$ cat src/rtl/sort_pkg.sv
// sort_pkg
//   Shared definitions for the sort datapath and its control unit:
//   default element width/depth, write-select encodings and the phase enum.
package sort_pkg;

    localparam int SORT_WIDTH = 8;
    localparam int SORT_DEPTH = 8;

    // writemux encodings
    localparam logic [1:0] WM_LOAD = 2'b00;  // mem[idx]   <= data_in
    localparam logic [1:0] WM_HIGH = 2'b01;  // mem[idx]   <= high_reg
    localparam logic [1:0] WM_LOW  = 2'b10;  // mem[idx+1] <= low_reg
    localparam logic [1:0] WM_TEMP = 2'b11;  // mem[idx+1] <= temp_reg

    typedef enum logic {
        PH_LOAD = 1'b0,
        PH_SORT = 1'b1
    } phase_t;

endpackage

$ cat src/rtl/sort_regfile.sv
// sort_regfile
//   DEPTH x WIDTH element store with asynchronous clear, one synchronous
//   write port and three combinational read ports.
//
//   clk       in   rising-edge clock
//   rst       in   asynchronous active-low clear of every entry
//   wr_en     in   write strobe
//   wr_addr   in   write address
//   wr_data   in   write data
//   rd0_addr  in   read port 0 address  (compare index)
//   rd0_data  out  mem[rd0_addr]
//   rd1_addr  in   read port 1 address  (compare index + 1)
//   rd1_data  out  mem[rd1_addr]
//   rd2_addr  in   read port 2 address  (external readback)
//   rd2_data  out  mem[rd2_addr]
module sort_regfile #(
    parameter int WIDTH = 8,
    parameter int DEPTH = 8,
    parameter int AW    = 3
) (
    input  logic             clk,
    input  logic             rst,
    input  logic             wr_en,
    input  logic [AW-1:0]    wr_addr,
    input  logic [WIDTH-1:0] wr_data,
    input  logic [AW-1:0]    rd0_addr,
    output logic [WIDTH-1:0] rd0_data,
    input  logic [AW-1:0]    rd1_addr,
    output logic [WIDTH-1:0] rd1_data,
    input  logic [AW-1:0]    rd2_addr,
    output logic [WIDTH-1:0] rd2_data
);

    logic [WIDTH-1:0] mem [DEPTH];

    always_ff @(posedge clk or negedge rst) begin
        if (!rst) begin
            for (int i = 0; i < DEPTH; i++) begin
                mem[i] <= '0;
            end
        end else if (wr_en) begin
            mem[wr_addr] <= wr_data;
        end
    end

    assign rd0_data = mem[rd0_addr];
    assign rd1_data = mem[rd1_addr];
    assign rd2_data = mem[rd2_addr];

endmodule

$ cat src/rtl/sort_datapath.sv
// sort_datapath
//   Datapath half of the bubble sorter. Holds the element store, the compare
//   index, the low/high/temp registers and the pass status, and executes the
//   strobes issued by the sort control unit.
//
//   clk       in   rising-edge clock
//   rst       in   asynchronous active-low reset
//   data_in   in   serial load value
//   mem_en    in   memory write strobe
//   writemux  in   write source/target select (WM_* in sort_pkg)
//   low_en    in   low_reg  <= mem[idx]
//   high_en   in   high_reg <= mem[idx+1]
//   temp_en   in   temp_reg <= low_reg
//   stat_en   in   advance compare index / close the pass
//   rd_addr   in   readback address
//   rd_data   out  mem[rd_addr], combinational
//   gte       out  low_reg >= high_reg (unsigned), combinational
//   counted   out  index at last position of the current phase
//   sorted    out  last completed pass made no swaps (sticky until reset)
module sort_datapath
    import sort_pkg::*;
#(
    parameter int WIDTH = SORT_WIDTH,
    parameter int DEPTH = SORT_DEPTH,
    parameter int AW    = $clog2(DEPTH)
) (
    input  logic             clk,
    input  logic             rst,
    input  logic [WIDTH-1:0] data_in,
    input  logic             mem_en,
    input  logic [1:0]       writemux,
    input  logic             low_en,
    input  logic             high_en,
    input  logic             temp_en,
    input  logic             stat_en,
    input  logic [AW-1:0]    rd_addr,
    output logic [WIDTH-1:0] rd_data,
    output logic             gte,
    output logic             counted,
    output logic             sorted
);

    localparam logic [AW-1:0] IDX_LAST    = AW'(DEPTH - 1);
    localparam logic [AW-1:0] IDX_PENULT  = AW'(DEPTH - 2);

    phase_t           phase;
    logic [AW-1:0]    idx;
    logic [AW-1:0]    idx_p1;
    logic [WIDTH-1:0] low_reg;
    logic [WIDTH-1:0] high_reg;
    logic [WIDTH-1:0] temp_reg;
    logic             swap_flag;

    logic             wr_en;
    logic [AW-1:0]    wr_addr;
    logic [WIDTH-1:0] wr_data;
    logic [WIDTH-1:0] mem_lo;
    logic [WIDTH-1:0] mem_hi;

    logic             at_last;
    logic             at_penult;
    logic             edge_block;
    logic             hi_write;
    logic             load_write;
    logic             pass_end;

    assign idx_p1    = idx + 1'b1;
    assign at_last   = (idx == IDX_LAST);
    assign at_penult = (idx == IDX_PENULT);

    // idx+1 would wrap onto mem[0] here; keep the neighbour-side accesses inert.
    assign edge_block = (phase == PH_SORT) && at_last;

    assign hi_write   = mem_en && (writemux == WM_HIGH);
    assign load_write = mem_en && (writemux == WM_LOAD);
    assign pass_end   = stat_en && (phase == PH_SORT) && at_penult;

    always_comb begin
        wr_en   = 1'b0;
        wr_addr = idx;
        wr_data = data_in;
        if (mem_en) begin
            case (writemux)
                WM_LOAD: begin
                    wr_en   = 1'b1;
                    wr_data = data_in;
                end
                WM_HIGH: begin
                    wr_en   = 1'b1;
                    wr_data = high_reg;
                end
                WM_LOW: begin
                    wr_en   = !edge_block;
                    wr_addr = idx_p1;
                    wr_data = low_reg;
                end
                default: begin
                    wr_en   = !edge_block;
                    wr_addr = idx_p1;
                    wr_data = temp_reg;
                end
            endcase
        end
    end

    sort_regfile #(
        .WIDTH (WIDTH),
        .DEPTH (DEPTH),
        .AW    (AW)
    ) u_regfile (
        .clk      (clk),
        .rst      (rst),
        .wr_en    (wr_en),
        .wr_addr  (wr_addr),
        .wr_data  (wr_data),
        .rd0_addr (idx),
        .rd0_data (mem_lo),
        .rd1_addr (idx_p1),
        .rd1_data (mem_hi),
        .rd2_addr (rd_addr),
        .rd2_data (rd_data)
    );

    always_ff @(posedge clk or negedge rst) begin
        if (!rst) begin
            phase     <= PH_LOAD;
            idx       <= '0;
            low_reg   <= '0;
            high_reg  <= '0;
            temp_reg  <= '0;
            swap_flag <= 1'b0;
            sorted    <= 1'b0;
        end else begin
            if (low_en) begin
                low_reg <= mem_lo;
            end
            if (high_en) begin
                high_reg <= edge_block ? '0 : mem_hi;
            end
            // Non-blocking read of low_reg gives temp the pre-update value.
            if (temp_en) begin
                temp_reg <= low_reg;
            end

            case (phase)
                PH_LOAD: begin
                    if (load_write) begin
                        if (at_last) begin
                            idx   <= '0;
                            phase <= PH_SORT;
                        end else begin
                            idx <= idx_p1;
                        end
                    end
                end
                default: begin
                    if (stat_en) begin
                        if (at_penult) begin
                            idx <= '0;
                        end else if (idx < IDX_PENULT) begin
                            idx <= idx_p1;
                        end
                    end
                end
            endcase

            if (pass_end) begin
                swap_flag <= 1'b0;
            end else if (hi_write) begin
                swap_flag <= 1'b1;
            end

            // A HIGH write on the closing cycle still counts as a swap.
            if (pass_end && !sorted) begin
                sorted <= !(swap_flag || hi_write);
            end
        end
    end

    assign gte     = (low_reg >= high_reg);
    assign counted = (phase == PH_LOAD) ? at_last : at_penult;

endmodule

$ cat config.mk
export PLATFORM = sky130hd
export DESIGN_NAME = sort_datapath
export DESIGN_NICKNAME = d
export VERILOG_FILES = /design/src/rtl/sort_pkg.sv /design/src/rtl/sort_regfile.sv /design/src/rtl/sort_datapath.sv
export SDC_FILE = /design/constraint.sdc
export NUM_CORES = 1
export LEC_CHECK = 0
export ABC_AREA = 1
export BUFFER_PORTS_ARGS = -buffer_cell sky130_fd_sc_hd__buf_2
export CORE_MARGIN = 1.5
export CORE_UTILIZATION = 55
export DETAILED_ROUTE_END_ITERATION = 10
export HOLD_SLACK_MARGIN = 0.08
export PLACE_DENSITY = 0.73
export SLEW_MARGIN = 20
export SYNTH_ARGS = -nofsm -noshare
export SYNTH_HDL_FRONTEND = slang
export SYNTH_SLANG_ARGS = --single-unit
$ cat constraint.sdc
create_clock -name clk -period 3.98 [get_ports clk]
set_input_delay 0.796 -clock clk [delete_from_list [all_inputs] [get_ports clk]]
set_output_delay 0.796 -clock clk [all_outputs]
set_load 0.05 [all_outputs]
==> results.ini, run 1 <==
[clock_tree]
cts_tree=built
post_cts_buffers=0
cts_resized=0
cts-htree-levels=3
cts.sinks=94
cts_buffer_depth=2
cts_made_buffers=9
clockRootBuffer=clkbuf_16
path_clk_slew_ps=70
ctsHoldBuffers=0
clock_latency_ps=360

[yosys]
synth_area_leaders=dfrtp_1 37%, nand2_1 26%, nand3_1 8.6%
synth_cell_types=30
yosysTopAreaCell=dfrtp_1
syn_inst=970
synth-edff-count=0
yosysMostFrequentCell=nand2_1
netlist_area_um2=6360
ys_async_sr_fraction_pct=100
synth_common_cells=441 x nand2_1, 109 x nand3_1, 94 x dfrtp_1
syn_nets=1002
ys_ff_latch=94
ys_warn_count=0
ys_dominant_reg_cell=dfrtp_1
synth_area_per_cell_um2=6.56
yosys.area.top_type_share_pct=37.0
ys_seq_area_share_pct=37.0

[routing]
drt_first_pass_iters=6
vias=6391
drcViolationCount=0
antenna_left=0
drtIter0Drc=937
routed_wl_um=20200
avgViaCountPerCell=5.68
wl_per_cell_um=17.9

[critical_path]
end_kind=output port
cp-startpoint=idx[1]
worstReg2RegStart=idx[1]
worstPathArrival_ps=2210
crit_path_max_fanout=15
ff2ff_path_depth=9
path_class=flop to output port
required_ps=3180
cp-start-kind=flop

[die]
initial_utilization_pct=55.9
ios=31
dieArea_um2=12200
num_rows=39
die_x_um=111
core_area_um2=11400
die_h_um=111

[power_and_ir_drop]
swShare_pct=51.0
power_switching_mw=2.92
cellPowerDensity_nw_per_um2=836
power.share.combinational_pct=51.3
pwr-share-clk_pct=15.9
p_seq_share_pct=32.8
fin_total_pwr_mw=5.72
ir_drop_mv=0.448
internal_power_mw=2.81
leakage_nw=3.73

[sta]
tightest_slew_ps=845
rsz0062_at_grt=false
setup_viol=0
period_needed_ps=3010
slew_violations=0
max_freq_mhz=332
finalSetupTns_ps=0
hold_viol_final=0
fin_skew_ps=10.6
min_period_over_period_pct=75.7
relSlewSlack_pct=43.7

[layout]
multi_input_area_um2=3410
regArea_um2=2350
diodes=0
drive_above_1_share_pct=10.9
largest_reg_flops=64
regMostFlops=u_regfile.mem
area_growth_pct=7.57
fin_nets=1009
nFillCells=1135
final_core_util_pct=60.2

[grt]
grt_max_degree=84
grt_pass1_wl_um=31600
grt_pass1_vias=5695
overflow=0
gr-usage-all-layers_pct=33.7
antenna_found_initial=0

[placed_design]
dpl.hpwl_um=14200
gp_congestion=1.01
port_buffers=30

[outcome]
outcome=finished, final reports clean

[min_path]
hp-class=primary input to asynchronous set/reset pin

[flow_run]
maxCapViolCount=0

worst max-delay path, stage by stage (launching register included):
cell,delay (ps)
dfrtp_1,780
ha_1,310
ha_1,220
inv_1,80
nand2_1,70
nand2_1,70
inv_1,70
buf_2,260
metal layers:
layer | global-route usage [%] | routed length, um | up-vias
li1 | - | - | 3058
met1 | 47.2 | 8500 | 2944
met2 | 49.1 | 8620 | 336
met3 | 8.67 | 2240 | 53
met4 | 14.8 | 803 | 0
met5 | 0 | 0 | -
worst paths after layout:
check                                    end  slack, ps
setup / recovery                     counted        970
hold / removal                   temp_reg[4]        440
setup reg to reg           u_regfile.mem[55]       1200
hold reg to reg                       sorted        450
max in group asynchronous        high_reg[4]       2910
min in group clk                      sorted        450
final cells by class:
cell class	count	share of cell area (%)
multi-input combinational	732	49.8
sequential	94	34.4
inverter	105	5.78
clock buffer	11	3.69
timing repair buffer	35	2.83
tap	143	2.61
clock inverter	5	0.841
through the flow:
stage / setup WS (ps) / cell area, um^2 / instances / hold slack, ps
floorplan: 1350 / 6360 / 970 / 449
global placement: 1080 / 6530 / 1109 / 442
detailed placement: 1060 / 6530 / 1109 / 444
CTS: 1010 / 6840 / 1125 / 459
global route: 880 / 6840 / 1125 / 493
finish: 969 / 6840 / 1125 / 438
power groups by stage:
| stage | clock [mW] | combinational (mW) | sequential (mW) |
|---|---|---|---|
| finish | 0.909 | 2.94 | 1.88 |
| floorplan | 0 | 2.22 | 1.65 |
| detailed placement | 0 | 2.86 | 1.86 |
| global placement | 0 | 2.82 | 1.86 |
| global route | 0.948 | 3.27 | 1.90 |
| CTS | 0.916 | 2.87 | 1.85 |
cells in the final DEF (no fill, tap or decap), drive strengths merged, types with 4 or more instances in the layout:
master / netlist / final
buf: 26 / 35
clkinv: 4 / 8
nor2: 27 / 27
ha: 12 / 12
o211ai: 16 / 16
o21ai: 43 / 43
nand3: 111 / 111
dfrtp: 94 / 94
mux2: 4 / 4
clkbuf: 13 / 11
a21oi: 47 / 47
inv: 101 / 101
nand2: 467 / 467
logic make-up (layout without fill, tap and decap cells):
| family | count (synthesis) | count (layout) | share of synthesized area (%) |
|---|---|---|---|
| AO/OA/AOI/OAI | 110 | 110 | 9.44 |
| adder cells (fa/ha/maj) | 12 | 12 | 2.36 |
| buffers and inverters | 144 | 156 | 9.40 |
| flip-flops | 94 | 94 | 37.0 |
| multiplexers | 4 | 4 | 0.708 |
| AND/OR/NAND/NOR | 606 | 606 | 41.1 |
No activity file was read; power rests on OpenSTA's default activity.
==> run 2, diff against run 1 <==
--- a/config.mk
+++ b/config.mk
@@ -5,13 +5,13 @@
 export SDC_FILE = /design/constraint.sdc
 export NUM_CORES = 1
 export LEC_CHECK = 0
-export ABC_AREA = 1
+export ABC_AREA = 0
 export BUFFER_PORTS_ARGS = -buffer_cell sky130_fd_sc_hd__buf_2
 export CORE_MARGIN = 1.5
 export CORE_UTILIZATION = 55
 export DETAILED_ROUTE_END_ITERATION = 10
 export HOLD_SLACK_MARGIN = 0.08
-export PLACE_DENSITY = 0.73
+export PLACE_DENSITY = 0.76
 export SLEW_MARGIN = 20
 export SYNTH_ARGS = -nofsm -noshare
 export SYNTH_HDL_FRONTEND = slang
==> constraint.sdc (replaced) <==
create_clock -name clk -period 2.7 [get_ports clk]
set_input_delay 0.54 -clock clk [delete_from_list [all_inputs] [get_ports clk]]
set_output_delay 0.54 -clock clk [all_outputs]
set_load 0.05 [all_outputs]
==> results.ini, run 2 <==
[clock_tree]
post_cts_buffers=0  ; unchanged
cts_resized=0  ; unchanged
clockRootBuffer=clkbuf_8  ; was clkbuf_16
cts_made_buffers=9  ; unchanged
cts_tree=built  ; unchanged
cts_buffer_depth=2  ; unchanged
cts.sinks=94  ; unchanged
clock_latency_ps=360  ; about the same
path_clk_slew_ps=100  ; was 70 ps
cts-htree-levels=3  ; unchanged
ctsHoldBuffers=0  ; unchanged

[outcome]
outcome=finished, final reports clean  ; unchanged

[min_path]
hp-class=primary input to asynchronous set/reset pin  ; unchanged

[grt]
grt_max_degree=53  ; was 84
antenna_found_initial=0  ; unchanged
grt_pass1_wl_um=22500  ; was 31600 um
grt_pass1_vias=4027  ; was 5695
gr-usage-all-layers_pct=26.9  ; was 33.7%
overflow=0  ; unchanged

[critical_path]
worstReg2RegStart=idx[0]  ; was idx[1]
cp-start-kind=flop  ; unchanged
r2r_setup_slack_ps=330  ; was 1200 ps
worstReg2RegEnd=u_regfile.mem[30]  ; was u_regfile.mem[55]
end_kind=output port  ; unchanged
worstPathArrival_ps=1950  ; was 2210 ps
crit_path_max_fanout=3  ; was 15
path_class=flop to output port  ; unchanged
ff2ff_path_depth=6  ; was 9
required_ps=2160  ; was 3180 ps

[routing]
drt_first_pass_iters=5  ; was 6
wl_per_cell_um=22.9  ; was 17.9 um
antenna_left=0  ; unchanged
avgViaCountPerCell=6.50  ; was 5.68
drcViolationCount=0  ; unchanged
vias=3970  ; was 6391
drtIter0Drc=348  ; was 937
routed_wl_um=14000  ; was 20200 um

[yosys]
syn_nets=480  ; was 1002
ys_async_sr_fraction_pct=100  ; unchanged
synth_area_per_cell_um2=12.9  ; was 6.56 um^2
synth-simple-area-share_pct=4.66  ; was 41.1%
synth-edff-count=0  ; unchanged
ys_dominant_reg_cell=dfrtp_1  ; unchanged
muxShareOfSynthArea_pct=37.0  ; was 0.708%
synth_compound_area_share_pct=10.5  ; was 9.44%
synthAdderAreaFrac_pct=2.60  ; was 2.36%
synth_cell_types=42  ; was 30
synth_common_cells=98 x mux2_2, 94 x dfrtp_1, 32 x mux4_2  ; was 441 x nand2_1, 109 x nand3_1, 94 x dfrtp_1
ys_ff_latch=94  ; unchanged
ys_warn_count=0  ; unchanged
synth_xor_area_share_pct=0  ; unchanged
synth_area_leaders=dfrtp_1 41%, mux2_2 19%, mux4_2 12%  ; was dfrtp_1 37%, nand2_1 26%, nand3_1 8.6%
netlist_area_um2=5770  ; was 6360 um^2
yosys.area.top_type_share_pct=40.8  ; was 37.0%
ys_seq_area_share_pct=40.8  ; was 37.0%
syn_inst=448  ; was 970
synth_top_family_by_area=multiplexers  ; was simple AND/OR/NAND/NOR gates
yosysMostFrequentCell=mux2_2  ; was nand2_1
yosysTopAreaCell=dfrtp_1  ; unchanged

[die]
initial_utilization_pct=56.4  ; was 55.9%
num_rows=37  ; was 39
dieArea_um2=11100  ; was 12200 um^2
die_x_um=105  ; was 111 um
die_h_um=105  ; was 111 um
ios=31  ; unchanged
core_area_um2=10200  ; was 11400 um^2

[sta]
max_freq_mhz=402
fin_skew_ps=16.6  ; was 10.6 ps
period_needed_ps=2490
tightest_slew_ps=773  ; was 845 ps
finalSetupTns_ps=0  ; unchanged
worst_slack_ps=211  ; was 969 ps
setup_viol=0  ; unchanged
slew_violations=0  ; unchanged
relSlewSlack_pct=48.5  ; was 43.7%
hold_viol_final=0  ; unchanged
rsz0062_at_grt=false  ; unchanged
min_period_over_period_pct=92.2

[layout]
diodes=0  ; unchanged
largest_reg_flops=64  ; unchanged
fin_area_um2=6250  ; was 6840 um^2
stdcell_count=611  ; was 1125
layout_common_cells=98 x mux2_2, 93 x dfrtp_1, 32 x mux4_2  ; was 441 x nand2_1, 109 x nand3_1, 93 x dfrtp_1
regMostFlops=u_regfile.mem  ; unchanged
final_common_cell=mux2_2  ; was nand2_1
area_growth_pct=8.39  ; was 7.57%
fin_nets=502  ; was 1009
drive_above_1_share_pct=43.4  ; was 10.9%

[placed_design]
dpl.hpwl_um=9570  ; was 14200 um
placed_area_um2=6030  ; was 6530 um^2
gp_congestion=0.879  ; was 1.01
placedCellCount=595  ; was 1109
place_ws_ps=326  ; was 1060 ps
port_buffers=30  ; unchanged

[power_and_ir_drop]
leakage_nw=2.74  ; was 3.73 nW
cellPowerDensity_nw_per_um2=1310  ; was 836 nW/um^2
ir_drop_mv=0.672  ; was 0.448 mV
fin_total_pwr_mw=8.16  ; was 5.72 mW

[flow_run]
maxCapViolCount=0  ; unchanged

## run 2: cell count changes in the layout (fill, tap and decap cells not counted), sizes merged, moves of 8 or more
cell,before,now
mux2,4,99
o21ai,43,16
nand3,111,13
nor2,27,18
mux4,0,32
a21oi,47,1
inv,101,25
a22oi,0,8
mux2i,0,26
nand2,467,8
o22ai,0,14
## run 2: worst max-delay path by stage
stage / from / endpoint / slack, ps / depth (start not counted)
finish: low_reg[0] / gte / 210 / 7
global route: low_reg[0] / gte / 60 / 7
CTS: low_reg[0] / gte / 170 / 7
detailed placement: rd_addr[0] / rd_data[4] / 330 / 5
global placement: rd_addr[0] / rd_data[6] / 340 / 5
floorplan: low_reg[0] / gte / 180 / 6
## run 2: area by class of cell
class	count	area [um^2]
Clock inverter	7	97.6
Multi-Input combinational cell	300	3160
Sequential cell	94	2350
Timing Repair Buffer	41	260
Fill cell	820	3980
Clock buffer	9	124
Inverter	24	90.1
Tap cell	136	170
## run 2: per-stage QoR
step | hold slack [ps] | util [%]
after floorplan | 244 | -
after global placement | 447 | 58.9
after CTS | 177 | 61.1
after global routing | 208 | 61.1
after detailed placement | 457 | 58.9
final | 163 | 61.1
## run 2: routing by layer
metal  wire, um  up-vias  track usage, %
li1           -     1755               -
met1       6100     2005            38.2
met2       6560      180            40.1
met3        972       30            5.88
met4        358        0            11.6
met5          0        -               0
## run 2: critical path: stages (launching register included)
cell      delay, ps
dfrtp_1         370
inv_1            70
ha_1            290
nand2b_1        140
a21o_1          170
a31oi_1         180
o21ai_0         130
buf_2           230
## run 2: cells by family (layout without fill, tap and decap cells)
group	count (synthesis)	after routing
AOI/OAI and AO/OA	83	83
adders and majority gates	12	12
buffers and inverters	54	81
DFF	94	94
muxes	157	157
and+or+nand+nor	48	48
## run 2: power by group
group | leakage (nW) | total, mW | switching [mW] | internal (mW)
clock | 0.106 | 1.04 | 0.516 | 0.525
sequential | 1.16 | 2.74 | 0.657 | 2.09
combinational | 1.48 | 4.38 | 2.24 | 2.14
total | 2.74 | 8.16 | 3.41 | 4.75
